--- src/rtl/sched_pkg.sv ---
// Shared opcode encodings, scheduler states and instruction width for the instruction scheduler.
package sched_pkg;
  localparam int INSTR_W = 64;

  localparam logic [4:0] OP_NOP       = 5'b00000;
  localparam logic [4:0] OP_COMPUTE   = 5'b00001;
  localparam logic [4:0] OP_COMPUTE_I = 5'b00010;
  localparam logic [4:0] OP_ACC_WB    = 5'b00011;
  localparam logic [4:0] OP_LD_INP    = 5'b00100;
  localparam logic [4:0] OP_LD_WT     = 5'b00101;
  localparam logic [4:0] OP_OUT_SEND  = 5'b00110;
  localparam logic [4:0] OP_ACC_RST   = 5'b00111;
  localparam logic [4:0] OP_HALT      = 5'b11111;

  typedef enum logic [1:0] {
    ST_IDLE,
    ST_WAIT_COMPUTE,
    ST_WAIT_OUT,
    ST_HALT
  } state_t;
endpackage

--- src/rtl/instr_fifo.sv ---
// Generic synchronous FIFO; pop_data shows the head combinationally, one-edge write-to-read.
// Backpressure: full blocks further pushes, pop on empty is ignored; push+pop together keeps count.
module instr_fifo #(
  parameter int WIDTH = 64,
  parameter int DEPTH = 8
) (
  input  logic                           clk,
  input  logic                           rst_n,
  input  logic                           push,
  input  logic [WIDTH-1:0]               push_data,
  input  logic                           pop,
  output logic [WIDTH-1:0]               pop_data,
  output logic                           full,
  output logic                           empty,
  output logic [$clog2(DEPTH+1)-1:0]     count
);
  localparam int AW = $clog2(DEPTH);
  localparam int CW = $clog2(DEPTH + 1);

  logic [WIDTH-1:0] mem [DEPTH];
  logic [AW-1:0]    wr_ptr;
  logic [AW-1:0]    rd_ptr;
  logic             do_push;
  logic             do_pop;

  assign full     = (count == CW'(DEPTH));
  assign empty    = (count == '0);
  assign do_push  = push && !full;
  assign do_pop   = pop && !empty;
  assign pop_data = mem[rd_ptr];

  // Power-of-two depth lets the pointers wrap naturally.
  always_ff @(posedge clk) begin
    if (!rst_n) begin
      wr_ptr <= '0;
      rd_ptr <= '0;
      count  <= '0;
    end else begin
      if (do_push) wr_ptr <= wr_ptr + AW'(1);
      if (do_pop)  rd_ptr <= rd_ptr + AW'(1);
      count <= count + CW'(do_push) - CW'(do_pop);
    end
  end

  always_ff @(posedge clk) begin
    if (do_push) mem[wr_ptr] <= push_data;
  end
endmodule

--- src/rtl/instr_scheduler.sv ---
// Buffers host instructions and issues one per cycle to the decoder, stalling for compute drain, output sends and halt.
// Latency: push-to-issue is two edges (no bypass); backpressure: host_ready drops when the FIFO is full.
module instr_scheduler
  import sched_pkg::*;
#(
  parameter int FIFO_DEPTH  = 8,
  parameter int COMPUTE_LAT = 8
) (
  input  logic                              clk,
  input  logic                              rst_n,
  input  logic [63:0]                       host_instr,
  input  logic                              host_valid,
  output logic                              host_ready,
  input  logic                              out_done,
  input  logic                              resume,
  output logic [63:0]                       instr_out,
  output logic                              busy,
  output logic                              halted,
  output logic                              illegal_op,
  output logic [$clog2(FIFO_DEPTH+1)-1:0]   fifo_count
);
  localparam int LW = $clog2(COMPUTE_LAT + 1);

  state_t             state;
  state_t             state_nxt;
  logic [LW-1:0]      lat_cnt;
  logic [LW-1:0]      lat_cnt_nxt;
  logic [INSTR_W-1:0] head;
  logic [INSTR_W-1:0] instr_nxt;
  logic               illegal_nxt;
  logic               pop;
  logic               empty;
  logic               full;
  logic [4:0]         op;

  assign op         = head[4:0];
  assign host_ready = !full;

  instr_fifo #(
    .WIDTH (INSTR_W),
    .DEPTH (FIFO_DEPTH)
  ) u_fifo (
    .clk       (clk),
    .rst_n     (rst_n),
    .push      (host_valid),
    .push_data (host_instr),
    .pop       (pop),
    .pop_data  (head),
    .full      (full),
    .empty     (empty),
    .count     (fifo_count)
  );

  always_ff @(posedge clk) begin
    if (!rst_n) begin
      state      <= ST_IDLE;
      lat_cnt    <= '0;
      instr_out  <= '0;
      illegal_op <= 1'b0;
    end else begin
      state      <= state_nxt;
      lat_cnt    <= lat_cnt_nxt;
      instr_out  <= instr_nxt;
      illegal_op <= illegal_nxt;
    end
  end

  always_comb begin
    state_nxt   = state;
    lat_cnt_nxt = lat_cnt;
    case (state)
      ST_IDLE: begin
        if (!empty) begin
          case (op)
            OP_COMPUTE, OP_COMPUTE_I: begin
              state_nxt   = ST_WAIT_COMPUTE;
              lat_cnt_nxt = LW'(COMPUTE_LAT);
            end
            OP_OUT_SEND: state_nxt = ST_WAIT_OUT;
            OP_HALT:     state_nxt = ST_HALT;
            default:     state_nxt = ST_IDLE;
          endcase
        end
      end
      // Leaving on the edge where the count reaches zero puts the next issue COMPUTE_LAT+1 edges after the compute.
      ST_WAIT_COMPUTE: begin
        lat_cnt_nxt = lat_cnt - LW'(1);
        if (lat_cnt == LW'(1)) state_nxt = ST_IDLE;
      end
      ST_WAIT_OUT: if (out_done) state_nxt = ST_IDLE;
      ST_HALT:     if (resume)   state_nxt = ST_IDLE;
      default:     state_nxt = ST_IDLE;
    endcase
  end

  always_comb begin
    pop         = 1'b0;
    instr_nxt   = '0;
    illegal_nxt = 1'b0;
    if (state == ST_IDLE && !empty) begin
      pop = 1'b1;
      case (op)
        OP_COMPUTE, OP_COMPUTE_I, OP_ACC_WB, OP_LD_INP,
        OP_LD_WT, OP_OUT_SEND, OP_ACC_RST: instr_nxt = head;
        OP_NOP, OP_HALT:                   instr_nxt = '0;
        default:                           illegal_nxt = 1'b1;
      endcase
    end
  end

  assign busy   = (state == ST_WAIT_COMPUTE) || (state == ST_WAIT_OUT);
  assign halted = (state == ST_HALT);
endmodule
--- config.mk ---
export PLATFORM = sky130hd
export DESIGN_NAME = instr_scheduler
export DESIGN_NICKNAME = d
export VERILOG_FILES = /design/src/rtl/sched_pkg.sv /design/src/rtl/instr_fifo.sv /design/src/rtl/instr_scheduler.sv
export SDC_FILE = /design/constraint.sdc
export NUM_CORES = 1
export LEC_CHECK = 0
export CAP_MARGIN = 20
export CORE_MARGIN = 5
export CORE_UTILIZATION = 51
export DETAILED_ROUTE_END_ITERATION = 7
export HOLD_SLACK_MARGIN = 0.15
export PLACE_DENSITY = 0.77
export SKIP_LAST_GASP = 1
export SYNTH_ARGS = -nofsm -noshare
export SYNTH_HDL_FRONTEND = slang
export SYNTH_SLANG_ARGS = --single-unit
--- constraint.sdc ---
create_clock -name clk -period 9.5 [get_ports clk]
set_input_delay 0.95 -clock clk [delete_from_list [all_inputs] [get_ports clk]]
set_output_delay 0.95 -clock clk [all_outputs]
set_load 0.02 [all_outputs]
After elaboration in Yosys (flattened, before gate mapping)
Memory sizes are Yosys's and may differ from the RTL's. A register that Yosys moved wholly into a read port is not among the register bits.
Index checks and enable logic that the tools add are counted.
Widths: inputs -> output; s select.
Storage, ports and cells
  flip-flop bits (word level): 81
  bits in writable memories: 512
  input port bits: 69
  output and inout bits: 72
  word-level logic and storage cells: 63
  memories: 1
Memory list
  u_fifo.mem: words 8, bits a word 64, read ports 1, clocked after Yosys merged registers in 1, wr ports 1, RTL line instr_fifo.sv:20  | logic [WIDTH-1:0] mem [DEPTH];
Cells by class
  add/sub/neg operators: 5
  equality and inequality tests: 18
  muxes and demuxes: 15
  reductions and logical operators: 17
Operators with widths (number)
  $eq 5x3->1 const B: 4
  $eq 5x2->1 const B: 2
  $reduce_or 9->1: 1
  $mux 2: 4
  $mux 4: 2
  $ne 2x2->1 const B: 4
  $pmux 2 s4: 1
  $pmux 4 s2: 1
  $reduce_or 7->1: 1
  $add 3x1->3 const B: 2
  $mux 3: 2
  $pmux 2 s3: 1
  $reduce_and 3->1: 2
  $eq 5x1->1 const B: 1
  $eq 5x5->1 const B: 1
  $logic_not 5->1: 1
  $add 4x1->4: 1
  $eq 2x2->1 const B: 2
  $eq 4x1->1 const B: 1
  $eq 4x4->1 const B: 1
  $logic_not 4->1: 1
  $mux 1: 4
  $reduce_and 4->1: 1
  $sub 4x1->4: 1
  10 further kinds: 13

Depth between registers and ports, before layout
  depth after elaboration: 7
  gate-level depth with buffers: 10
  gate-level depth less buffers: 10

Hierarchy
A second synthesis with hierarchy kept.
Unflattened totals
  cells, all modules: 1016
  area, all modules: 22168.8 µm²
By module, submodules not included
  instr_fifo: instances 1, cells each 818, area an instance 19912.8 µm²
  instr_scheduler: instances 1, cells each 198, area an instance 2255.9 µm²

Least setup slack after synthesis
OpenSTA, ideal clock, no wires.
  kind: input-to-reg
  from: input host_valid
  to: memory u_fifo.mem[0][0], enable pin
  library setup time: 0.565 ns
  data arrival time: 5.754 ns
  slack: 3.182 ns
  cell stages on the path: 4
  buffers on the path: 1
  cells stage by stage: and2_1 > clkbuf_1 > nand2b_1 > nor3_1
On the way
  word-level cells in the longest chain between the ends: 3
Ends and longest elaborated chain
  from (decl): RTL line instr_scheduler.sv:12  | input logic host_valid,
  $logic_and 1x1->1: RTL line instr_fifo.sv:28  | assign do_push = push && !full;
  net u_fifo.do_push: RTL line instr_fifo.sv:23  | logic do_push;
  $mux 1: RTL line instr_fifo.sv:46  | if (do_push) mem[wr_ptr] <= push_data;
  $mux 1 (implied by the code): RTL line instr_fifo.sv:46
  to (decl): RTL line instr_fifo.sv:20
The timed path passes the listed nets, and every way through them passes these cells.

==> reports/summary.md <==
The sequential cell area fraction in the yosys report came out at 0.7833. The slowest stage of the critical path is the nand4_1 cell. Overall routing resource usage: 0.1758.

The die area is 46,930 um2. Clock latency on the worst-skew pair, taken at its later pin, is 0.57 ns. Counting every instance in the synthesized netlist gives 1,008. Switching fraction of total power: 0.2575. The proportion of netlist area held by the largest area contributor came out at 0.7061.

The analysis attributes to net switching a power of 1.749 mW. The delay of the slowest critical-path stage was 0.76 ns. The setup slack of the critical path after layout came out at 5.382 ns. The final number of hold-violating endpoints is 0, and the non-filler instance count after layout is 1,768. By area the synthesized netlist is led by edfxtp_1 (71%), mux4_2 (13%), dfxtp_1 (7.7%).

In the routed layout, each cell is associated on average with a via count of 5.667. Final cell utilization of the core: 0.6111. Most instantiated flip-flop cell in the synthesis netlist: edfxtp_1. The number of routed nets with antenna violations was 0.

For the site row count, the log shows 75. The share of final-layout standard cells stronger than drive strength 1 is 0.1951, and the post-synthesis async set-or-reset flop share is 0. During placement, the flow inserted port buffers numbering 140. Once placement finished, the instance area stood at 23,860 um2.

The Yosys warning count is 0, and the initial core utilization is 0.5168. The maximum number of buffers from clock root to sink is 3. 141 I/O pins were placed. The finished cells cover 25,750 um2. Setup repair after global routing left no endpoint under its margin. Total wire length after detailed routing: 41,370 um. Averaged over all synthesized cells, the footprint is 21.60 um2. The clock drives 596 sinks. The worst setup path category is reg -> reg.

Register bit count reported by yosys: 596. Number of DRC markers after the initial detailed-route iteration: 916. Entering global routing, the biggest net connects 65 pins. The final route contains 10.02k vias.

Counting flops with a built-in enable in the synthesized netlist gives 512. For this design the static power due to leakage is 8.136 nW. For the total number of nets in the final design, the log shows 1,264. The core box area was 42,130 um2. The count of max-cap constraint violations came out at 0. After clock tree synthesis, the clock-pin slew on the worst setup and hold paths is 0.06 ns. The number of global-route vias before repair was 10.68k; the required time at the endpoint of the critical path was 10.00 ns. Final period demand of the worst path: 4.118 ns. The chip height came out at 216.6 um.

The run finished with clean final reports. The post-layout total power is 6.792 mW. STA puts the critical path data arrival time at 4.61 ns.

The wire length per cell after detailed routing was 23.40 um. The run gives 0.215 as the combinational share of power. Layout overhead on the synthesized area: 18.26%.

Walking the worst path, the cells encountered are buf_4 > buf_16 > mux4_1 > mux2i_1 > and2_1 > nand4_1 > buf_4 > nor2_1. The post-CTS setup buffer count is 0, and the setup skew after layout is 0.01398 ns. The area occupied by multi-input gates was 4519 um2. Setup violations remaining at the end of the flow were counted as 0.

The commonest cells after synthesis are edfxtp_1 (512), mux4_2 (126), dfxtp_1 (84). Clock tree synthesis selected as its root buffer the cell clkbuf_16. The logs give 1,658 for the number of placed cells counting well taps and 0 for the post-cts hold buffer count.

Before CTS, the worst setup slack after placement is 5.018 ns. The first-pass GRT wire length was 63,710 um; the power share of the clock group was 0.319. Post-CTS repair changed the size of 0 cells.

The maximum achievable frequency was 242.8 MHz; the worst vdd rail ir drop was 0.1851 mV. For flop-to-flop paths, the worst setup slack is 5.38 ns. Buffers inserted during clock tree synthesis total 55. Along the worst path, the maximum fanout reaches 43.

For the sequential fraction of design power, the log shows 0.466. The setup TNS came out at 0 ns. The max-slew violation count was 0; the post-route fraction of the period consumed by the critical path was 0.4335. The area taken by flip-flops and latches is 17,070 um2. The total internal power came out at 5.043 mW.

The run gives 41 as the distinct cell type count of the synthesized netlist. The congestion estimate from routability-driven global placement came to 0.7171. The first-pass detailed-route iteration total is 7.

Summed over all instances, the cell type with the most area after synthesis is edfxtp_1. By instance count, the cell type seen most on the critical path is buf_4. The relative slew slack is 0.2979. STA classifies the critical path endpoint as a flop.

At the pin with the least slew margin, the transition time is 1.051 ns. TritonCTS built the clock tree. In this run the horizontal extent of the chip is 216.6 um. The class of the worst hold path was reg -> reg. In this run the cell area of the synthesized design comes to 21,770 um2.

The worst setup path is launched from a flop. The logs give 0.4971 ns for the worst hold slack after final layout and 8 for the initial antenna violation count. The overflow left after global routing is 0, and the placed wire-length estimate after detailed placement is 23,450 um. The most repeated cell in the gate-level netlist after synthesis is edfxtp_1. The tools report the number of H-tree levels as 2. The number of design rule violations left after detail routing is 0. The number of fillers in the final layout was 2,803; the power density of the placed cells was 263.8 nW/um2.
-- cell families after synthesis --
group,Yosys count,share of synthesized area
simple gates,119,0.02419
other cells,1,0.0001722
compound gates,15,0.005287
xor+xnor,6,0.002413
mux,194,0.1632
buf+inv,61,0.01184
fa+ha+maj,16,0.009539
flops,596,0.7833
-- routing by layer --
layer / vias up / wire length (um) / track usage
met5: - / 41 / 0
met4: 10 / 801 / 0.04346
met3: 65 / 2688 / 0.04214
met2: 272 / 20550 / 0.2867
met1: 5254 / 17290 / 0.2445
li1: 4419 / - / -
-- cell usage in the layout (no fill, tap or decap), drive strengths merged, types with 4 or more instances in the layout --
cell type,count
xor2,4
clkdlybuf4s50,140
diode,4
inv,16
nor2,79
mux4,128
clkbuf,82
bufinv,4
nor3,5
a21oi,4
and2,4
edfxtp,512
buf,19
clkinv,12
clkinvlp,4
nand2b,6
nand2,10
ha,15
dfxtp,84
mux2i,66
-- critical path, delay by kind of cell (launching register included) --
family	cells	cell delay, ns
buf+inv	3	1.38
mux	2	0.79
flops	1	0.63
simple gates	3	1.19
-- power by group through the flow --
stage	registers, mW	logic [mW]	clock network, mW
after floorplan	3.21	1.02	0
after global placement	3.22	1.43	0
after detailed placement	3.23	1.45	0
after CTS	3.17	1.47	2.20
after global routing	3.19	1.58	2.33
final	3.17	1.46	2.17
-- registers in the layout, summed over array words and instances (netlist names), named ones only --
| signal | cells |
|---|---|
| u_fifo.mem | 512 |
| instr_out | 64 |
| state | 2 |
| lat_cnt | 4 |
| u_fifo.wr_ptr | 3 |
| u_fifo.count | 4 |
| illegal_op | 1 |
| u_fifo.rd_ptr | 3 |
-- worst paths after layout --
kind | from | to | cells past startpoint
worst max register to register | flop | instr_out[32]$_SDFF_PN0_ | 8
worst max-delay path | flop | instr_out[32]$_SDFF_PN0_ | 8
worst min-delay path | state[1]$_SDFFE_PN0P_ | state[1]$_SDFFE_PN0P_ | 2
worst min register to register | state[1]$_SDFFE_PN0P_ | state[1]$_SDFFE_PN0P_ | 2
-- final cells by class --
cell class / instances / share of cell area
Sequential cell: 596 / 0.6628
Multi-Input combinational cell: 352 / 0.1755
Timing Repair Buffer: 159 / 0.06278
Clock buffer: 82 / 0.06176
Tap cell: 539 / 0.02619
Clock inverter: 21 / 0.008358
Inverter: 15 / 0.002187
Antenna cell: 4 / 0.0003887
Power figures use the tool's default switching activity.
